`src/rtl/second_max_change_logger.sv`:
```
// second_max_change_logger
// Watches the running second-largest value coming from the upstream tracker,
// logs every change as a {value, sample index} event into a small
// first-word-fall-through FIFO, and lets a consumer drain it over valid/ready.
// A full FIFO never back-pressures the upstream stream: the event is dropped,
// a sticky overflow flag is raised and a saturating drop counter advances.
module second_max_change_logger #(
    parameter int DATA_WIDTH = 32,
    parameter int TS_WIDTH   = 16,
    parameter int DEPTH      = 4,
    parameter int DROP_WIDTH = 8
) (
    input  logic                      clk,
    input  logic                      resetn,
    input  logic                      in_valid,
    input  logic [DATA_WIDTH-1:0]     din,
    output logic                      out_valid,
    input  logic                      out_ready,
    output logic [DATA_WIDTH-1:0]     out_value,
    output logic [TS_WIDTH-1:0]       out_ts,
    output logic [$clog2(DEPTH):0]    count,
    output logic                      overflow,
    output logic [DROP_WIDTH-1:0]     drop_count,
    input  logic                      clear_ovf
);

    // Pointer geometry: low AW bits index storage, the extra MSB is the wrap
    // bit that distinguishes full from empty when the low bits match.
    localparam int AW = $clog2(DEPTH);
    localparam int PW = AW + 1;

    // Saturating increment for the dropped-event counter: it sticks at
    // all-ones rather than wrapping back to a misleadingly small value.
    function automatic logic [DROP_WIDTH-1:0] sat_inc(input logic [DROP_WIDTH-1:0] v);
        if (&v) begin
            return v;
        end
        return v + DROP_WIDTH'(1);
    endfunction

    // Sample index advance; wraps silently modulo 2^TS_WIDTH.
    function automatic logic [TS_WIDTH-1:0] ts_next(input logic [TS_WIDTH-1:0] v);
        return v + TS_WIDTH'(1);
    endfunction

    // ------------------------------------------------------------------
    // State
    // ------------------------------------------------------------------
    logic [DATA_WIDTH-1:0] prev_q,      prev_d;
    logic [TS_WIDTH-1:0]   ts_cnt_q,    ts_cnt_d;
    logic [PW-1:0]         wr_ptr_q,    wr_ptr_d;
    logic [PW-1:0]         rd_ptr_q,    rd_ptr_d;
    logic                  overflow_q,  overflow_d;
    logic [DROP_WIDTH-1:0] drop_cnt_q,  drop_cnt_d;

    // Event storage is pure data: it is never reset, validity comes only
    // from the pointers.
    logic [DATA_WIDTH-1:0] val_mem_q [DEPTH];
    logic [TS_WIDTH-1:0]   ts_mem_q  [DEPTH];

    // ------------------------------------------------------------------
    // Detection and FIFO control (combinational)
    // ------------------------------------------------------------------
    logic          fifo_empty;
    logic          fifo_full;
    logic          evt;
    logic          push;
    logic          pop;
    logic          drop;
    logic [AW-1:0] wr_idx;
    logic [AW-1:0] rd_idx;

    assign wr_idx = wr_ptr_q[AW-1:0];
    assign rd_idx = rd_ptr_q[AW-1:0];

    // Full/empty and the push/pop/drop decisions for this cycle.
    always_comb begin
        fifo_empty = (wr_ptr_q == rd_ptr_q);
        fifo_full  = (wr_ptr_q[PW-1] != rd_ptr_q[PW-1]) &&
                     (wr_ptr_q[AW-1:0] == rd_ptr_q[AW-1:0]);
        evt        = in_valid && (din != prev_q);
        pop        = out_ready && !fifo_empty;
        // A pop in the same cycle frees the head slot, so a full FIFO can
        // still take the new event; the write lands where the head was.
        push       = evt && (!fifo_full || pop);
        drop       = evt && fifo_full && !pop;
    end

    // Next-state for sample tracking, pointers and overflow bookkeeping.
    always_comb begin
        prev_d     = prev_q;
        ts_cnt_d   = ts_cnt_q;
        wr_ptr_d   = wr_ptr_q;
        rd_ptr_d   = rd_ptr_q;
        overflow_d = overflow_q;
        drop_cnt_d = drop_cnt_q;

        // Only accepted samples move the previous value and the index;
        // prev follows din even when the resulting event is dropped.
        if (in_valid) begin
            prev_d   = din;
            ts_cnt_d = ts_next(ts_cnt_q);
        end

        if (push) begin
            wr_ptr_d = wr_ptr_q + PW'(1);
        end
        if (pop) begin
            rd_ptr_d = rd_ptr_q + PW'(1);
        end

        // A drop outranks a simultaneous clear so the drop is never lost:
        // the clear wipes history and this drop becomes the first one.
        if (drop) begin
            overflow_d = 1'b1;
            drop_cnt_d = clear_ovf ? DROP_WIDTH'(1) : sat_inc(drop_cnt_q);
        end else if (clear_ovf) begin
            overflow_d = 1'b0;
            drop_cnt_d = '0;
        end
    end

    // ------------------------------------------------------------------
    // Registered state: control flops with synchronous active-low reset
    // ------------------------------------------------------------------
    // Control state; reset also discards every stored event by zeroing
    // both pointers.
    always_ff @(posedge clk) begin
        if (!resetn) begin
            prev_q     <= '0;
            ts_cnt_q   <= '0;
            wr_ptr_q   <= '0;
            rd_ptr_q   <= '0;
            overflow_q <= 1'b0;
            drop_cnt_q <= '0;
        end else begin
            prev_q     <= prev_d;
            ts_cnt_q   <= ts_cnt_d;
            wr_ptr_q   <= wr_ptr_d;
            rd_ptr_q   <= rd_ptr_d;
            overflow_q <= overflow_d;
            drop_cnt_q <= drop_cnt_d;
        end
    end

    // Event storage write; the event carries the index before increment.
    always_ff @(posedge clk) begin
        if (push) begin
            val_mem_q[wr_idx] <= din;
            ts_mem_q[wr_idx]  <= ts_cnt_q;
        end
    end

    // ------------------------------------------------------------------
    // Outputs: head is read straight from storage (first-word-fall-through)
    // ------------------------------------------------------------------
    // out_valid depends only on registered pointers, so there is no
    // combinational path from out_ready to out_valid.
    always_comb begin
        out_valid  = !fifo_empty;
        out_value  = fifo_empty ? '0 : val_mem_q[rd_idx];
        out_ts     = fifo_empty ? '0 : ts_mem_q[rd_idx];
        count      = wr_ptr_q - rd_ptr_q;
        overflow   = overflow_q;
        drop_count = drop_cnt_q;
    end

endmodule
```
`config.mk`:
```
export PLATFORM = sky130hd
export DESIGN_NAME = second_max_change_logger
export DESIGN_NICKNAME = d
export VERILOG_FILES = /design/src/rtl/second_max_change_logger.sv
export SDC_FILE = /design/constraint.sdc
export NUM_CORES = 1
export LEC_CHECK = 0
export ABC_AREA = 0
export CAP_MARGIN = 20
export CORE_ASPECT_RATIO = 0.6
export CORE_UTILIZATION = 43
export DETAILED_ROUTE_END_ITERATION = 8
export DONT_BUFFER_PORTS = 1
export PLACE_DENSITY = 0.55
export SKIP_LAST_GASP = 1
export SLEW_MARGIN = 30
export SYNTH_ARGS = -nofsm -noshare
export SYNTH_HDL_FRONTEND = slang
export SYNTH_SLANG_ARGS = --single-unit
```
`constraint.sdc`:
```
create_clock -name clk -period 4.2 [get_ports clk]
set_input_delay 0.42 -clock clk [delete_from_list [all_inputs] [get_ports clk]]
set_output_delay 0.42 -clock clk [all_outputs]
set_load 0.05 [all_outputs]
```
==> impl_metrics.json <==
{
  "cp-start-kind": "register",
  "postSynthAreaPerCell_um2": 16.72,
  "synth-seq-cells": 257,
  "reg2reg_slack_ps": 1350,
  "synth_top_family_by_area": "multiplexers",
  "antenna_left": 0,
  "skew_ps": 18.88,
  "final_nets": 715,
  "hold_viol": 0,
  "synth_top_area_cell": "edfxtp_1",
  "grt_antenna_before_repair": 0,
  "setup_violations": 0,
  "ioPinCount": 98,
  "clock_path_buffers": 3,
  "grt_start_max_net_pins": 63,
  "postPlaceCellArea_um2": 10860,
  "synth_edf_count": 192,
  "drc": 0,
  "fin_cells": 1002,
  "syn_to_final_growth_pct": 15.43,
  "required_ps": 3780,
  "first_pass_iters": 4,
  "drv_slew": 0,
  "ctsHtreeMaxLevel": 1,
  "vias": 5293,
  "avgRoutedWirePerCell_um": 21.63,
  "grt_pass1_vias": 5539,
  "synth-xor-area-share": 0.04366,
  "via_per_inst": 5.282,
  "synth_cells": 624,
  "post_cts_buffers": 0,
  "yosys_most_used_dff": "edfxtp_1",
  "drt_iter0_drc": 288,
  "rsz0062_at_grt": "false",
  "grt_overflow": 0,
  "drt-total-wl_mm": 21.68,
  "die_w_um": 203.1,
  "synthAdderAreaFrac": 0.01271,
  "fill_cells": 1967,
  "fp.dieH_um": 122.6,
  "relSlewSlack": 0.4495,
  "numPortBuffers": 0,
  "asyncSetResetFlopFracSynth": 0,
  "power_leakage_nw": 4.113,
  "clock-sinks": 257,
  "worstMarginPinSlew_ps": 825.8,
  "yosysMostFrequentCell": "edfxtp_1",
  "cap_violations": 0,
  "criticalPathCategory": "reg -> out",
  "synth_top_area_share": 0.5527,
  "ys_types": 36,
  "ir_worst_vdd_uv": 235.4,
  "clkTransAtPathRegs_ps": 60,
  "place_congestion": 0.7396,
  "numCtsBuffers": 25,
  "yosys.area_share.simple": 0.09956,
  "rows": 43,
  "numPlacedInstances": 924,
  "crit_arrival_ps": 2890,
  "cts_tree": "built",
  "max_freq_mhz": 302.4,
  "track_usage": 0.1808,
  "synthMuxAreaShare": 0.1372,
  "seq_area_frac_synth": 0.6775,
  "grt_pass1_wl_mm": 33.42,
  "synth_nets": 671,
  "synthesis.area_um2": 10430,
  "start_util": 0.4447,
  "synth_compound_area_frac": 0.01619,
  "synth_area_leaders": "edfxtp_1 (55%), dfxtp_1 (12%), mux4_2 (10%), and2_1 (4.1%), xnor2_1 (3.9%)",
  "min_path_type": "in -> reg",
  "cp-end-kind": "output port",
  "synth_common_cells": "edfxtp_1 (192), and2_1 (69), dfxtp_1 (65)",
  "clk_latency_ps": 520,
  "status": "completed",
  "die_area_um2": 24910,
  "drive_gt1_frac": 0.1630,
  "core_um2": 23460,
  "dpl.hpwl_mm": 13.39,
  "fin_crit_sh": 0.7872,
  "diodes": 0,
  "fin_crit_ps": 3306,
  "power.density_nw_per_um2": 553.1,
  "fin_area_um2": 12040,
  "crit_fanout": 32,
  "yosysWarnings": 0,
  "cts_root_buf": "clkbuf_16",
  "setup-tns-final_ps": 0
}
state kept, by name, indices dropped and copies added (netlist names), named ones only:
signal and flops:
overflow 1, wr_ptr_q 3, drop_count 8, prev_q 32, rd_ptr_q 3, val_mem_q 128, ts_cnt_q 16, ts_mem_q 64
cells in the final DEF, fill, tap and decap left out, types with 2 or more instances in the layout:
master,Yosys,routed
dlygate4sd3_1,0,32
xnor2_1,47,47
and3_1,7,7
clkbuf_1,15,3
clkinv_1,0,2
nand2_1,17,17
a21oi_1,5,5
a41o_1,4,4
nor2b_1,38,38
clkinv_2,0,7
mux2i_1,35,35
buf_12,0,2
edfxtp_1,192,192
and2_1,69,65
buf_4,0,7
and2_2,0,4
ha_1,9,9
xor2_1,5,5
and4_1,4,4
mux4_2,48,48
inv_1,9,9
clkbuf_8,0,4
nand3_1,7,6
nor4_4,2,2
nand4_1,13,13
dfxtp_1,65,63
a31oi_1,3,3
bufinv_16,0,4
nor2_1,5,5
clkbuf_16,0,25
nor3_1,3,3
area by class of cell:
type / instances / area (µm²) / share of cell area
Timing Repair Buffer: 42 / 440.4 / 0.03658
Inverter: 9 / 33.78 / 0.002806
Clock inverter: 14 / 171.4 / 0.01424
Multi-Input combinational cell: 333 / 3237 / 0.2688
Clock buffer: 32 / 691.9 / 0.05747
Tap cell: 315 / 394.1 / 0.03273
Sequential cell: 257 / 7072 / 0.5873
path summary, 6_finish.rpt:
check | to | depth (start not counted) | startpoint
hold reg to reg | wr_ptr_q[2] | 2 | wr_ptr_q[2]
hold / removal | overflow | 1 | resetn
setup reg to reg | val_mem_q[3][24] | 8 | wr_ptr_q[0]
setup / recovery | out_value[22] | 5 | wr_ptr_q[0]
report_power, final:
group          switching, mW  leakage, nW  internal (mW)  total [mW]
Clock                  0.926        0.432           1.41        2.34
Combinational          0.986         1.38          0.405        1.39
Sequential            0.0886         2.30           2.84        2.93
worst max-delay path, stage by stage (launching register included):
cell and delay, ps:
dfxtp_1 360, inv_1 110, ha_1 360, nand3_2 640, buf_4 510, and2_1 360
routing by layer:
metal | share of wire | global-route usage | vias to the layer above
met5 | 0 | 0 | -
met4 | 0.019 | 0.04088 | 0
met3 | 0.055 | 0.04434 | 30
met2 | 0.41 | 0.2568 | 108
met1 | 0.51 | 0.2777 | 2712
li1 | - | - | 2443
cells by family after synthesis:
kind of cell,count (synthesis)
flops,257
simple gates,169
mux,83
xor+xnor,52
buf+inv,34
compound gates,19
fa+ha+maj,10
repair_timing:
action | in CTS | in global routing
endpoints found under the setup margin | 0 | 0
gates resized for setup | 0 | 0
hold buffers | 32 | 0
hold endpoints to repair | 128 | 0
through the flow:
| stage | hold slack [ps] | worst slack, ps | power [mW] | utilization |
|---|---|---|---|---|
| 2_1_floorplan | 455.9 | 1223 | 4.142 | - |
| 3_3_place_gp | 467.6 | 1431 | 4.339 | 0.4616 |
| 3_5_place_dp | 475.7 | 1300 | 4.373 | 0.4628 |
| 4_1_cts | 8.058 | 763.4 | 6.747 | 0.5133 |
| 5_1_grt | 16.88 | 645.0 | 6.906 | 0.5133 |
| 6_report | 31.20 | 893.6 | 6.659 | 0.5133 |
No activity file was read; power rests on OpenSTA's default activity.
